===== config.mk =====
export PLATFORM = sky130hd
export DESIGN_NAME = video_stream_gen_flat
export DESIGN_NICKNAME = d
export VERILOG_FILES = /design/src/rtl/video_stream_gen_pkg.sv /design/src/rtl/video_stream_gen_if.sv /design/src/rtl/video_stream_pattern.sv /design/src/rtl/video_stream_gen.sv /design/src/flat_wrapper.sv
export SDC_FILE = /design/constraint.sdc
export NUM_CORES = 1
export LEC_CHECK = 0
export BUFFER_PORTS_ARGS = -buffer_cell sky130_fd_sc_hd__buf_2
export CAP_MARGIN = 0
export CORE_UTILIZATION = 25
export CTS_CLUSTER_SIZE = 14
export DETAILED_ROUTE_END_ITERATION = 8
export SETUP_SLACK_MARGIN = 0.15
export SYNTH_ARGS = -nofsm -noshare
export SYNTH_HDL_FRONTEND = slang
export SYNTH_SLANG_ARGS = --single-unit

===== constraint.sdc =====
create_clock -name clk -period 3.34 [get_ports clk]
set_input_delay 0.334 -clock clk [delete_from_list [all_inputs] [get_ports clk]]
set_output_delay 0.334 -clock clk [all_outputs]
set_load 0.02 [all_outputs]

===== src/rtl/video_stream_gen_pkg.sv =====
// Shared pattern codes, FSM encoding and geometry width for the video stream generator.
// Optional ready back-pressure lives behind VIDEO_STREAM_GEN_READY_EN (see the interface and top).
package video_stream_pkg;

  localparam int DIM_WIDTH_DEF = 16;

  localparam logic [1:0] PAT_XRAMP = 2'd0;
  localparam logic [1:0] PAT_YRAMP = 2'd1;
  localparam logic [1:0] PAT_CHECK = 2'd2;
  localparam logic [1:0] PAT_CONST = 2'd3;

  typedef enum logic [1:0] {
    ST_IDLE   = 2'd0,
    ST_ACTIVE = 2'd1,
    ST_HBLANK = 2'd2,
    ST_VBLANK = 2'd3
  } vs_state_t;

endpackage


===== src/rtl/video_stream_gen_if.sv =====
// Pixel-stream interface: data/de/hs/vs, with hs and vs only ever asserted together with de.
// With VIDEO_STREAM_GEN_READY_EN defined, the sink may stall a pixel slot by holding rdy low.
interface video_stream_gen_if #(
    parameter int PIXEL_WIDTH = 12
);
    logic [PIXEL_WIDTH-1:0] data;
    logic                   de;
    logic                   hs;
    logic                   vs;
`ifdef VIDEO_STREAM_GEN_READY_EN
    logic                   rdy;

    modport master (output data, de, hs, vs, input rdy);
    modport slave  (input data, de, hs, vs, output rdy);
`else
    modport master (output data, de, hs, vs);
    modport slave  (input data, de, hs, vs);
`endif
endinterface


===== src/rtl/video_stream_pattern.sv =====
// Combinational test-pattern source: maps a pixel position and pattern select to a pixel value.
// Also used by the overlay block, so it carries no state.
module video_stream_pattern
  import video_stream_pkg::*;
#(
    parameter int PIXEL_WIDTH = 12,
    parameter int DIM_WIDTH   = DIM_WIDTH_DEF
) (
    input  logic [DIM_WIDTH-1:0]   x,
    input  logic [DIM_WIDTH-1:0]   y,
    input  logic [1:0]             sel,
    input  logic [PIXEL_WIDTH-1:0] val,
    output logic [PIXEL_WIDTH-1:0] pix
);

    always_comb begin
        pix = '0;
        case (sel)
            PAT_XRAMP: pix = PIXEL_WIDTH'(x);
            PAT_YRAMP: pix = PIXEL_WIDTH'(y);
            PAT_CHECK: pix = (x[3] ^ y[3]) ? '1 : '0;
            default:   pix = val;
        endcase
    end

endmodule


===== src/rtl/video_stream_gen.sv =====
// Frame generator for the pixel-stream interface: programmable geometry, sparse pixel pacing.
// Defining VIDEO_STREAM_GEN_READY_EN adds rdy back-pressure; otherwise the stream free-runs.
module video_stream_gen
  import video_stream_pkg::*;
#(
    parameter int PIXEL_WIDTH = 12,
    parameter int SPARSE      = 2,
    parameter int DIM_WIDTH   = DIM_WIDTH_DEF
) (
    input  logic                   clk,
    input  logic                   rst_n,
    input  logic                   en,
    input  logic [DIM_WIDTH-1:0]   line_size,
    input  logic [DIM_WIDTH-1:0]   line_count,
    input  logic [DIM_WIDTH-1:0]   hblank,
    input  logic [DIM_WIDTH-1:0]   vblank,
    input  logic [1:0]             pattern_sel,
    input  logic [PIXEL_WIDTH-1:0] pattern_val,
    video_stream_gen_if.master     vid,
    output logic                   frame_done_o,
    output vs_state_t              state_o
);

    localparam int SW = (SPARSE < 1) ? 1 : $clog2(SPARSE + 1);
    localparam logic [SW-1:0] SPARSE_LD = SW'(SPARSE);

    vs_state_t              st;
    logic [DIM_WIDTH-1:0]   x, y, blank_cnt;
    logic [SW-1:0]          sparse_cnt;
    logic                   eol_pend;
    logic [DIM_WIDTH-1:0]   ls_s, lc_s, hb_s, vb_s;
    logic [1:0]             sel_s;
    logic [PIXEL_WIDTH-1:0] val_s;
    logic [PIXEL_WIDTH-1:0] data_r, pix;
    logic                   de_r, hs_r, vs_r, fd_r;

    logic start_ok, last_x, last_y, hb_last, vb_last;
    logic slot, ready, go, line_end, load;

    always_comb begin
        start_ok = en && (line_size != '0) && (line_count != '0);
        last_x   = (x == ls_s - DIM_WIDTH'(1));
        last_y   = (y == lc_s - DIM_WIDTH'(1));
        hb_last  = (blank_cnt == hb_s - DIM_WIDTH'(1));
        vb_last  = (vb_s == '0) || (blank_cnt == vb_s - DIM_WIDTH'(1));
        slot     = (st == ST_ACTIVE) && (sparse_cnt == '0) && !eol_pend;
`ifdef VIDEO_STREAM_GEN_READY_EN
        ready    = vid.rdy;
`else
        ready    = 1'b1;
`endif
        go       = slot && ready;
        // The idle gap after a line's last pixel is spent in ACTIVE before any blanking starts.
        if (SPARSE == 0) line_end = go && last_x;
        else             line_end = (st == ST_ACTIVE) && eol_pend && (sparse_cnt == SW'(1));
        load     = start_ok && ((st == ST_IDLE) || ((st == ST_VBLANK) && vb_last));
    end

    video_stream_pattern #(
        .PIXEL_WIDTH (PIXEL_WIDTH),
        .DIM_WIDTH   (DIM_WIDTH)
    ) u_pattern (
        .x   (x),
        .y   (y),
        .sel (sel_s),
        .val (val_s),
        .pix (pix)
    );

    // Geometry and pattern are frozen for the whole frame.
    always_ff @(posedge clk or negedge rst_n) begin
        if (!rst_n) begin
            ls_s  <= '0;
            lc_s  <= '0;
            hb_s  <= '0;
            vb_s  <= '0;
            sel_s <= PAT_XRAMP;
            val_s <= '0;
        end else if (load) begin
            ls_s  <= line_size;
            lc_s  <= line_count;
            hb_s  <= hblank;
            vb_s  <= vblank;
            sel_s <= pattern_sel;
            val_s <= pattern_val;
        end
    end

    always_ff @(posedge clk or negedge rst_n) begin
        if (!rst_n) begin
            st         <= ST_IDLE;
            x          <= '0;
            y          <= '0;
            blank_cnt  <= '0;
            sparse_cnt <= '0;
            eol_pend   <= 1'b0;
            data_r     <= '0;
            de_r       <= 1'b0;
            hs_r       <= 1'b0;
            vs_r       <= 1'b0;
            fd_r       <= 1'b0;
        end else begin
            de_r <= 1'b0;
            hs_r <= 1'b0;
            vs_r <= 1'b0;
            fd_r <= 1'b0;
            case (st)
                ST_IDLE: begin
                    if (load) begin
                        st         <= ST_ACTIVE;
                        x          <= '0;
                        y          <= '0;
                        blank_cnt  <= '0;
                        sparse_cnt <= '0;
                        eol_pend   <= 1'b0;
                    end
                end
                ST_ACTIVE: begin
                    if (go) begin
                        data_r     <= pix;
                        de_r       <= 1'b1;
                        hs_r       <= (x == '0);
                        vs_r       <= (x == '0) && (y == '0);
                        sparse_cnt <= SPARSE_LD;
                        if (!last_x)          x        <= x + DIM_WIDTH'(1);
                        else if (SPARSE != 0) eol_pend <= 1'b1;
                    end else if (sparse_cnt != '0) begin
                        sparse_cnt <= sparse_cnt - SW'(1);
                    end
                    if (line_end) begin
                        eol_pend   <= 1'b0;
                        sparse_cnt <= '0;
                        x          <= '0;
                        blank_cnt  <= '0;
                        if (last_y)         st <= ST_VBLANK;
                        else if (hb_s == '0) y  <= y + DIM_WIDTH'(1);
                        else                st <= ST_HBLANK;
                    end
                end
                ST_HBLANK: begin
                    if (hb_last) begin
                        blank_cnt <= '0;
                        y         <= y + DIM_WIDTH'(1);
                        st        <= ST_ACTIVE;
                    end else begin
                        blank_cnt <= blank_cnt + DIM_WIDTH'(1);
                    end
                end
                ST_VBLANK: begin
                    fd_r <= (blank_cnt == '0);
                    if (vb_last) begin
                        blank_cnt  <= '0;
                        x          <= '0;
                        y          <= '0;
                        sparse_cnt <= '0;
                        st         <= load ? ST_ACTIVE : ST_IDLE;
                    end else begin
                        blank_cnt <= blank_cnt + DIM_WIDTH'(1);
                    end
                end
                default: st <= ST_IDLE;
            endcase
        end
    end

    assign vid.data     = data_r;
    assign vid.de       = de_r;
    assign vid.hs       = hs_r;
    assign vid.vs       = vs_r;
    assign frame_done_o = fd_r;
    assign state_o      = st;

endmodule


===== src/flat_wrapper.sv =====
// flat-port wrapper written by rule: the top's interface ports become plain ports
module video_stream_gen_flat import video_stream_pkg::*;
#(
    parameter int PIXEL_WIDTH = 12,
    parameter int SPARSE      = 2,
    parameter int DIM_WIDTH   = DIM_WIDTH_DEF
)
  (clk, rst_n, en, line_size, line_count, hblank, vblank, pattern_sel, pattern_val, frame_done_o, state_o, vid_data, vid_de, vid_hs, vid_vs);
  video_stream_gen_if #(.PIXEL_WIDTH(PIXEL_WIDTH)) vid_i ();
  input  logic clk;
  input  logic rst_n;
  input  logic en;
  input  logic [DIM_WIDTH-1:0] line_size;
  input  logic [DIM_WIDTH-1:0] line_count;
  input  logic [DIM_WIDTH-1:0] hblank;
  input  logic [DIM_WIDTH-1:0] vblank;
  input  logic [1:0] pattern_sel;
  input  logic [PIXEL_WIDTH-1:0] pattern_val;
  output logic frame_done_o;
  output vs_state_t state_o;
  output wire logic [$bits(vid_i.data)-1:0] vid_data;
  output wire logic [$bits(vid_i.de)-1:0] vid_de;
  output wire logic [$bits(vid_i.hs)-1:0] vid_hs;
  output wire logic [$bits(vid_i.vs)-1:0] vid_vs;
  assign vid_data = vid_i.data;
  assign vid_de = vid_i.de;
  assign vid_hs = vid_i.hs;
  assign vid_vs = vid_i.vs;
  video_stream_gen #(.PIXEL_WIDTH(PIXEL_WIDTH), .SPARSE(SPARSE), .DIM_WIDTH(DIM_WIDTH)) u_core (.clk(clk), .rst_n(rst_n), .en(en), .line_size(line_size), .line_count(line_count), .hblank(hblank), .vblank(vblank), .pattern_sel(pattern_sel), .pattern_val(pattern_val), .vid(vid_i), .frame_done_o(frame_done_o), .state_o(state_o));
endmodule

==> implementation parameters, run 1 <==
Parameter                              Value

Critical path
  Startpoint type of the worst setup path ... register
  Max stage delay on crit path ... 0.50 ns
  Cell type group with the largest total delay on the critical path ... simple AND/OR/NAND/NOR gates
  Buffer and inverter count on the worst path ... 4
  Critical path start-end classification ... register to register
  Critical path's slowest cell ... sky130_fd_sc_hd__or4b_4
  Startpoint of the worst register-to-register path ... u_core.vb_s[1]
  Required time at the worst-slack endpoint ... 3.70 ns
  Count of cells along the worst register-to-register path ... 14
  Worst setup EP type ... register
  Most repeated library cell on the critical path ... sky130_fd_sc_hd__buf_6
  Setup slack, reg-to-reg ... 0.04 ns
  Critical R2R Capture ... u_core.x[15]
  Largest driver fanout on the critical path ... 6
  Data arrival time at the worst-slack endpoint ... 3.65 ns
  Cell breakdown of the critical path ... inv_2, ha_4, or4b_4, xnor2_2, or4_4, nor2_4, o221ai_4, o211ai_4, buf_6, buf_6, nand4bb_4, buf_6, or3_1, a21oi_1

Floorplan
  Std cell rows ... 70
  Height of the die ... 196 um
  Boundary pin count ... 99
  Starting Density ... 25.5%
  Core outline area ... 36900 um^2
  Overall die area ... 38400 um^2
  Chip Width ... 196 um

Pwr
  Max rail drop VDD ... 0.320 mV
  Power per cell area ... 869 nW/um^2
  PnR Total Power ... 10.9 mW
  Cell leakage power ... 5.28 nW

Synthesis
  Area fraction in and, or, nand and nor cells after synthesis ... 18.5%
  Post-synth EDFFs ... 0
  Cell variety after synth ... 77
  Proportion of register bits with asynchronous set or reset after synthesis ... 100%
  Compound-Gate Fraction of Synth Area ... 12.5%
  Mux cell area share after synthesis ... 15.5%
  Share of the yosys chip area belonging to registers ... 39.1%
  Adder-cell area share of the yosys netlist ... 2.39%
  Most instantiated flip-flop cell in the synthesis netlist ... sky130_fd_sc_hd__dfrtp_1
  Mapped Nets ... 1020
  Main combinational cell family by area after synthesis ... simple AND/OR/NAND/NOR gates
  Synth Instances ... 921
  Xor-xnor portion of the synthesized cell area ... 7.87%
  Syn Area/Cell ... 10.2 um^2
  Flops & latches, synth ... 147
  Post-synthesis instance area ... 9420 um^2
  Ys Warns ... 0

Timing
  Fmax ... 303 MHz
  Fin Setup TNS ... 0 ns
  Number of max-slew violations in the final report ... 0
  Least setup slack across all paths after layout ... 0.0442 ns
  Hold violation count in the final report ... 0
  Fraction of the cycle the final worst path needs ... 98.7%
  RSZ-0062 raised after global routing ... true
  Final clock skew ... 0.0140 ns
  Normalized max-slew margin ... 50.7%
  Final critical path time including I/O delays and setup ... 3.30 ns
  Measured slew at the worst slew-check pin ... 0.739 ns
  Final setup violation count ... 0

Hold path
  Type of the worst min-delay path ... input port to register
  Worst min-delay path endpoint ... u_core.vb_s[2]
  Start point of the worst min-delay path ... vblank[2]
  Cell depth of the worst hold path ... 2

CTS
  Cell at the root of the clock tree ... sky130_fd_sc_hd__clkbuf_16
  Maximum clock path buffer count ... 2
  Clock latency at the later pin of the worst-skew pair ... 0.43 ns
  Clock Sinks ... 147
  Clock input transition at the sequential cells of the worst setup and hold paths ... 0.07 ns
  CTS H-tree depth ... 4
  Cts bufs inserted ... 17
  TritonCTS clock tree ... done

Place
  IO buf count ... 98
  Placement Cell Area ... 10800 um^2
  Last weighted congestion value of the routability-driven placer ... 0.835
  Setup slack after placement ... -0.0482 ns
  Sum of net half-perimeters after detailed placement ... 19300 um

Final layout
  Number of antenna cells inserted ... 0
  Share of layout cells above drive strength 1 ... 37.3%
  Area Overhead vs Synth ... 32.6%
  Net count reported at finish ... 1167
  Final cell area excluding filler cells ... 12500 um^2
  Commonest non-fill, non-tap cell in the layout ... sky130_fd_sc_hd__dfrtp_1
  Fill cells ... 3673
  Most frequent cells in the layout ... sky130_fd_sc_hd__dfrtp_1, sky130_fd_sc_hd__buf_2, sky130_fd_sc_hd__buf_4

Job
  Max_cap viols ... 0

Run status
  Run status ... complete, no violations

Routing
  Number of nets with antenna violations after detailed routing ... 0
  Detailed-routing iteration count for the pre-antenna-repair pass ... 6
  DR vias/cell ... 5.01
  Number of remaining DRC errors ... 0
  Drt wl/cell ... 17.6 um
  Post-Route WL ... 27900 um
  Initial detailed-routing violation count ... 611
  Total number of vias ... 7942

Global routing
  Via count of the first global-routing pass ... 7875
  Initial antenna violation count ... 1
  Overall routing resource usage ... 14.2%
  First-pass GRT wire length ... 42900 um
  Maximum number of pins on one net before global-route repair ... 74
  Remaining Overflow, GRT ... 0
[routing by layer]
layer  track usage [%]  wire (um)
met3              2.65       1150
met2              24.3      13800
met1              17.7      12300
met5                 0          0
met4              5.06        637
[state kept, by name, summed over array words and instances (netlist names)]
register	count
u_core.blank_cnt	16
u_core.ls_s	16
u_core.frame_done_o	1
u_core.sel_s	2
u_core.val_s	12
u_core.lc_s	16
u_core.x	16
u_core.vid.hs	1
u_core.eol_pend	1
u_core.vid.vs	1
u_core.vb_s	16
u_core.vid.data	12
u_core.hb_s	16
u_core.sparse_cnt	2
u_core.vid.de	1
u_core.state_o	2
u_core.y	16
[report_power, final]
part	switching, mW	internal, mW	leakage, nW
Clock	0.816	1.25	0.304
Sequential	0.809	2.40	1.87
Combinational	2.65	2.92	3.12
[how the worst max path moves through the flow]
stage	slack, ns	to	cells past startpoint	from
finish	0.04	u_core.x[15]	14	u_core.vb_s[1]
floorplan	0.15	u_core.y[10]	11	u_core.vb_s[0]
global route	-0.06	u_core.y[12]	10	u_core.hb_s[1]
detailed placement	-0.05	u_core.y[12]	11	u_core.vb_s[0]
global placement	0.04	u_core.state_o[0]	12	u_core.vb_s[0]
CTS	0.06	u_core.ls_s[11]	13	u_core.vb_s[0]
[cell families (layout without fill, tap and decap cells)]
group,Yosys count,count (layout)
and+or+nand+nor,293,293
AOI/OAI and AO/OA,165,165
DFF,147,147
muxes,120,120
buffers and inverters,95,255
xor gates and xnor gates,83,83
adders and majority gates,18,18
[through the flow]
stage	hold slack (ns)	cells	utilization [%]
after detailed placement	0.424	1524	29.3
after global routing	0.126	1585	33.9
after CTS	0.110	1570	31.9
after floorplan	0.0384	921	-
after global placement	0.424	1524	29.3
final	0.131	1585	33.9
[cell usage after synthesis (all sizes together), types with 13 or more instances]
| cell | n | share of area [%] |
|---|---|---|
| and3 | 18 | 1.2 |
| xnor2 | 58 | 5.4 |
| inv | 34 | 1.4 |
| nand4 | 13 | 0.86 |
| a22o | 15 | 1.4 |
| ha | 18 | 2.4 |
| buf | 19 | 1.1 |
| nand2 | 42 | 1.7 |
| xor2 | 24 | 2.2 |
| a21oi | 17 | 0.90 |
| mux2 | 93 | 11 |
| mux2i | 16 | 1.7 |
| o31ai | 18 | 1.4 |
| clkbuf | 42 | 1.7 |
| o21ai | 31 | 1.6 |
| nand3 | 23 | 1.3 |
| nor2b | 22 | 1.5 |
| dfrtp | 147 | 39 |
| nor4 | 29 | 2.1 |
| nor2 | 40 | 1.6 |
| nor3 | 22 | 1.3 |
[what timing repair did]
item / 4_1_cts / 5_1_grt
gates cloned: 4 / 6
gates resized for setup: 29 / 125
hold buffers: 1 / 0
setup endpoints to repair: 126 / 126
pin swaps: 13 / 12
buffers inserted: 9 / 9
endpoints found under the hold margin: 71 / 0
[worst register-to-register path, stage by stage (launching register included)]
cell,delay (ns)
sky130_fd_sc_hd__dfrtp_1,0.38
sky130_fd_sc_hd__inv_2,0.09
sky130_fd_sc_hd__ha_4,0.15
sky130_fd_sc_hd__or4b_4,0.50
sky130_fd_sc_hd__xnor2_2,0.15
sky130_fd_sc_hd__or4_4,0.44
sky130_fd_sc_hd__nor2_4,0.12
sky130_fd_sc_hd__o221ai_4,0.14
sky130_fd_sc_hd__o211ai_4,0.25
sky130_fd_sc_hd__buf_6,0.14
sky130_fd_sc_hd__buf_6,0.11
sky130_fd_sc_hd__nand4bb_4,0.12
sky130_fd_sc_hd__buf_6,0.15
sky130_fd_sc_hd__or3_1,0.35
sky130_fd_sc_hd__a21oi_1,0.13
[final cells by class]
cell class / count / area [um^2] / share of cell area (%)
Clock buffer: 20 / 467 / 3.74
Clock inverter: 12 / 166 / 1.33
Inverter: 34 / 128 / 1.02
Multi-Input combinational cell: 679 / 5940 / 47.6
Sequential cell: 147 / 3680 / 29.5
Tap cell: 504 / 631 / 5.05
Timing Repair Buffer: 189 / 1480 / 11.8
(Power assumes the default switching activity.)
==> run 2: changes to the inputs <==
Settings changed: ABC_AREA set to 1.
==> run 2 against run 1 <==
Against the previous run:
- utilization down 4.4 points
- sequential power down 45%
- sequential cell count unchanged
- cell count up 31%
- largest power group is now the clock network
==> implementation parameters, run 2 <==
Parameter                              Value

Hold path
  Type of the worst min-delay path ... input port to register

Floorplan
  Height of the die ... 203 um (+3.6%)
  Overall die area ... 41300 um^2 (+7.3%)
  Starting Density ... 25.4% (-0.14 points)
  Chip Width ... 203 um (+3.6%)
  Std cell rows ... 73 (+4.3%)
  Boundary pin count ... 99 (unchanged)
  Core outline area ... 39800 um^2 (+8.0%)

Global routing
  First-pass GRT wire length ... 49600 um (+16%)
  Via count of the first global-routing pass ... 9348 (+19%)
  Overall routing resource usage ... 15.2% (+1.0 points)
  Maximum number of pins on one net before global-route repair ... 81 (+9.5%)
  Initial antenna violation count ... 0 (-1)
  Remaining Overflow, GRT ... 0 (unchanged)

Synthesis
  Post-synthesis instance area ... 10100 um^2 (+7.4%)
  Xor-xnor portion of the synthesized cell area ... 7.93% (+0.063 points)
  Area fraction in and, or, nand and nor cells after synthesis ... 37.6% (+19 points)
  Mapped Nets ... 1565 (+53%)
  Portion of synthesized cell area occupied by the leading cell type ... 36.4% (-2.7 points)
  Post-synth EDFFs ... 0 (unchanged)
  Most repeated cell in the gate-level netlist after synthesis ... sky130_fd_sc_hd__nand2_1
  Most instantiated flip-flop cell in the synthesis netlist ... sky130_fd_sc_hd__dfrtp_1
  Ys Warns ... 0 (unchanged)
  Flops & latches, synth ... 147 (unchanged)
  Synth Instances ... 1466 (+59%)
  Compound-Gate Fraction of Synth Area ... 7.17% (-5.4 points)
  Top cells by count, synth ... sky130_fd_sc_hd__nand2_1, sky130_fd_sc_hd__nor2_1, sky130_fd_sc_hd__inv_1
  Share of the yosys chip area belonging to registers ... 36.4% (-2.7 points)
  Synth area leaders ... sky130_fd_sc_hd__dfrtp_1, sky130_fd_sc_hd__nand2_1, sky130_fd_sc_hd__nand3_1
  Adder-cell area share of the yosys netlist ... 2.23% (-0.17 points)
  Largest area contributor in the netlist ... sky130_fd_sc_hd__dfrtp_1
  Main combinational cell family by area after synthesis ... simple AND/OR/NAND/NOR gates
  Mux cell area share after synthesis ... 0% (-15 points)
  Proportion of register bits with asynchronous set or reset after synthesis ... 100% (unchanged)
  Cell variety after synth ... 40 (-48%)
  Syn Area/Cell ... 6.90 um^2 (-33%)

Pwr
  Power dissipated by switching net loads ... 0.898 mW (-79%)
  Share of power burned in the clock network ... 53.0% (+34 points)
  Sw Ratio ... 22.2% (-17 points)
  Internal power ... 3.15 mW (-52%)
  Max rail drop VDD ... 0.306 mV (-4.4%)
  Proportion of power drawn by flip-flops and latches ... 44.0% (+14 points)
  Power per cell area ... 344 nW/um^2 (-60%)
  Cell leakage power ... 5.89 nW (+11%)
  Logic pwr share ... 3.0% (-48 points)

Place
  DP Cell Count ... 2046 (+34%)
  IO buf count ... 98 (unchanged)
  Last weighted congestion value of the routability-driven placer ... 0.916 (+9.7%)
  Sum of net half-perimeters after detailed placement ... 23500 um (+22%)

Routing
  Post-Route WL ... 30800 um (+10%)
  Detailed-routing iteration count for the pre-antenna-repair pass ... 5 (-1)
  Drt wl/cell ... 14.8 um (-16%)
  Initial detailed-routing violation count ... 704 (+15%)
  DR vias/cell ... 4.69 (-6.4%)
  Number of nets with antenna violations after detailed routing ... 0 (unchanged)
  Number of remaining DRC errors ... 0 (unchanged)
  Total number of vias ... 9753 (+23%)

Critical path
  Timing endpoint of the critical path ... u_core.blank_cnt[13]
  Setup slack, reg-to-reg ... 0.54 ns (+0.50 ns)
  Count of cells along the worst register-to-register path ... 10 (-4)
  Largest driver fanout on the critical path ... 14 (+8)
  Startpoint type of the worst setup path ... register
  Required time at the worst-slack endpoint ... 3.63 ns (-0.07 ns)
  Startpoint of the worst register-to-register path ... u_core.state_o[1]
  Worst setup EP type ... register
  Data arrival time at the worst-slack endpoint ... 3.09 ns (-0.56 ns)
  Critical path start-end classification ... register to register
  Critical R2R Capture ... u_core.blank_cnt[13]
  Setup crit start ... u_core.state_o[1]

Timing
  Fmax ... 358 MHz (+18%)
  Final critical path time including I/O delays and setup ... 2.80 ns (-0.500 ns)
  Final setup violation count ... 0 (unchanged)
  Measured slew at the worst slew-check pin ... 0.811 ns (+0.0722 ns)
  Number of max-slew violations in the final report ... 0 (unchanged)
  RSZ-0062 raised after global routing ... false
  Hold violation count in the final report ... 0 (unchanged)
  Worst Hold Margin ... 0.134 ns (+0.00267 ns)
  Fraction of the cycle the final worst path needs ... 83.7% (-15 points)
  Final clock skew ... 0.0124 ns (-0.00158 ns)
  Fin Setup TNS ... 0 ns (unchanged)
  Normalized max-slew margin ... 45.9% (-4.8 points)

Final layout
  Commonest non-fill, non-tap cell in the layout ... sky130_fd_sc_hd__nand2_1
  Area Overhead vs Synth ... 16.2%
  Final instance count without filler cells ... 2079 (+31%)
  Net count reported at finish ... 1640 (+41%)
  Share of layout cells above drive strength 1 ... 11.4% (-26 points)
  Util after Layout ... 29.5% (-4.4 points)
  Number of antenna cells inserted ... 0 (unchanged)
  Most frequent cells in the layout ... sky130_fd_sc_hd__nand2_1, sky130_fd_sc_hd__nor2_1, sky130_fd_sc_hd__inv_1

CTS
  Clock latency at the later pin of the worst-skew pair ... 0.44 ns (about the same)
  Cell at the root of the clock tree ... sky130_fd_sc_hd__clkbuf_16
  TritonCTS clock tree ... done
  Count of buffers added by post-CTS timing repair for setup ... 0 (-9)
  Cts bufs inserted ... 17 (unchanged)
  Clock Sinks ... 147 (unchanged)
  CTS H-tree depth ... 4 (unchanged)
  Maximum clock path buffer count ... 2 (unchanged)
  Clock input transition at the sequential cells of the worst setup and hold paths ... 0.06 ns (about the same)

Job
  Max_cap viols ... 0 (unchanged)

Run status
  Run status ... complete, no violations
[run 2: metal layers]
metal	global-route usage (%)	routed length, um	vias up
li1	-	-	4862
met1	20.7	14600	4568
met2	24.1	13800	286
met3	2.76	1690	37
met4	4.91	666	0
met5	0	0	-
[run 2: logic make-up after synthesis]
| logic type | after synthesis |
|---|---|
| AOI/OAI and AO/OA | 131 |
| and+or+nand+nor | 866 |
| DFF | 147 |
| buffers and inverters | 214 |
| xor gates and xnor gates | 90 |
| adders and majority gates | 18 |
[run 2: final cells by class]
cell class	count	area, um^2
Inverter	158	594
Tap cell	525	657
Clock inverter	13	208
Sequential cell	147	3680
Fill cell	4400	28100
Multi-Input combinational cell	1105	5560
Timing Repair Buffer	112	617
Clock buffer	19	433
[run 2: power by group through the flow]
stage                     combinational (mW)  sequential (mW)  clock [mW]
after floorplan                       0.0138             1.81           0
after global placement                 0.125             1.81           0
after detailed placement               0.124             1.81           0
after CTS                              0.126             1.78        2.20
after global routing                   0.136             1.78        2.26
final                                  0.121             1.78        2.14
[run 2: what timing repair did]
item,CTS,global route
endpoints found under the hold margin,28,0
endpoints found under the setup margin,0,17
resized for setup,0,1
hold buffers,1,0
[run 2: metrics by stage]
stage	cell area, um^2	setup WS, ns	total power, mW
5_1_grt	11800	0.226	4.17
4_1_cts	11700	0.451	4.10
2_1_floorplan	10100	1.14	1.83
3_5_place_dp	11100	0.468	1.94
6_report	11800	0.544	4.04
3_3_place_gp	11100	0.482	1.94
[run 2: worst min-delay path by stage]
| stage | endpoint | slack [ns] | from | cells after the start |
|---|---|---|---|---|
| floorplan | u_core.blank_cnt[0] | 0.04 | rst_n | 0 |
| global placement | u_core.val_s[0] | 0.45 | rst_n | 1 |
| detailed placement | u_core.vb_s[5] | 0.46 | rst_n | 1 |
| CTS | u_core.val_s[7] | 0.11 | pattern_val[7] | 3 |
| global route | u_core.val_s[7] | 0.12 | pattern_val[7] | 3 |
| finish | u_core.hb_s[3] | 0.13 | hblank[3] | 3 |
[run 2: worst max-delay path, stage by stage, from the launching register on]
cell and delay [ns]:
sky130_fd_sc_hd__dfrtp_1 0.40, sky130_fd_sc_hd__inv_1 0.09, sky130_fd_sc_hd__ha_1 0.20, sky130_fd_sc_hd__nand3_1 0.28
sky130_fd_sc_hd__clkinv_1 0.37, sky130_fd_sc_hd__nor2_2 0.33, sky130_fd_sc_hd__inv_1 0.14, sky130_fd_sc_hd__nand2_1 0.16
sky130_fd_sc_hd__a21oi_1 0.09, sky130_fd_sc_hd__nand2_1 0.41, sky130_fd_sc_hd__o22ai_1 0.16
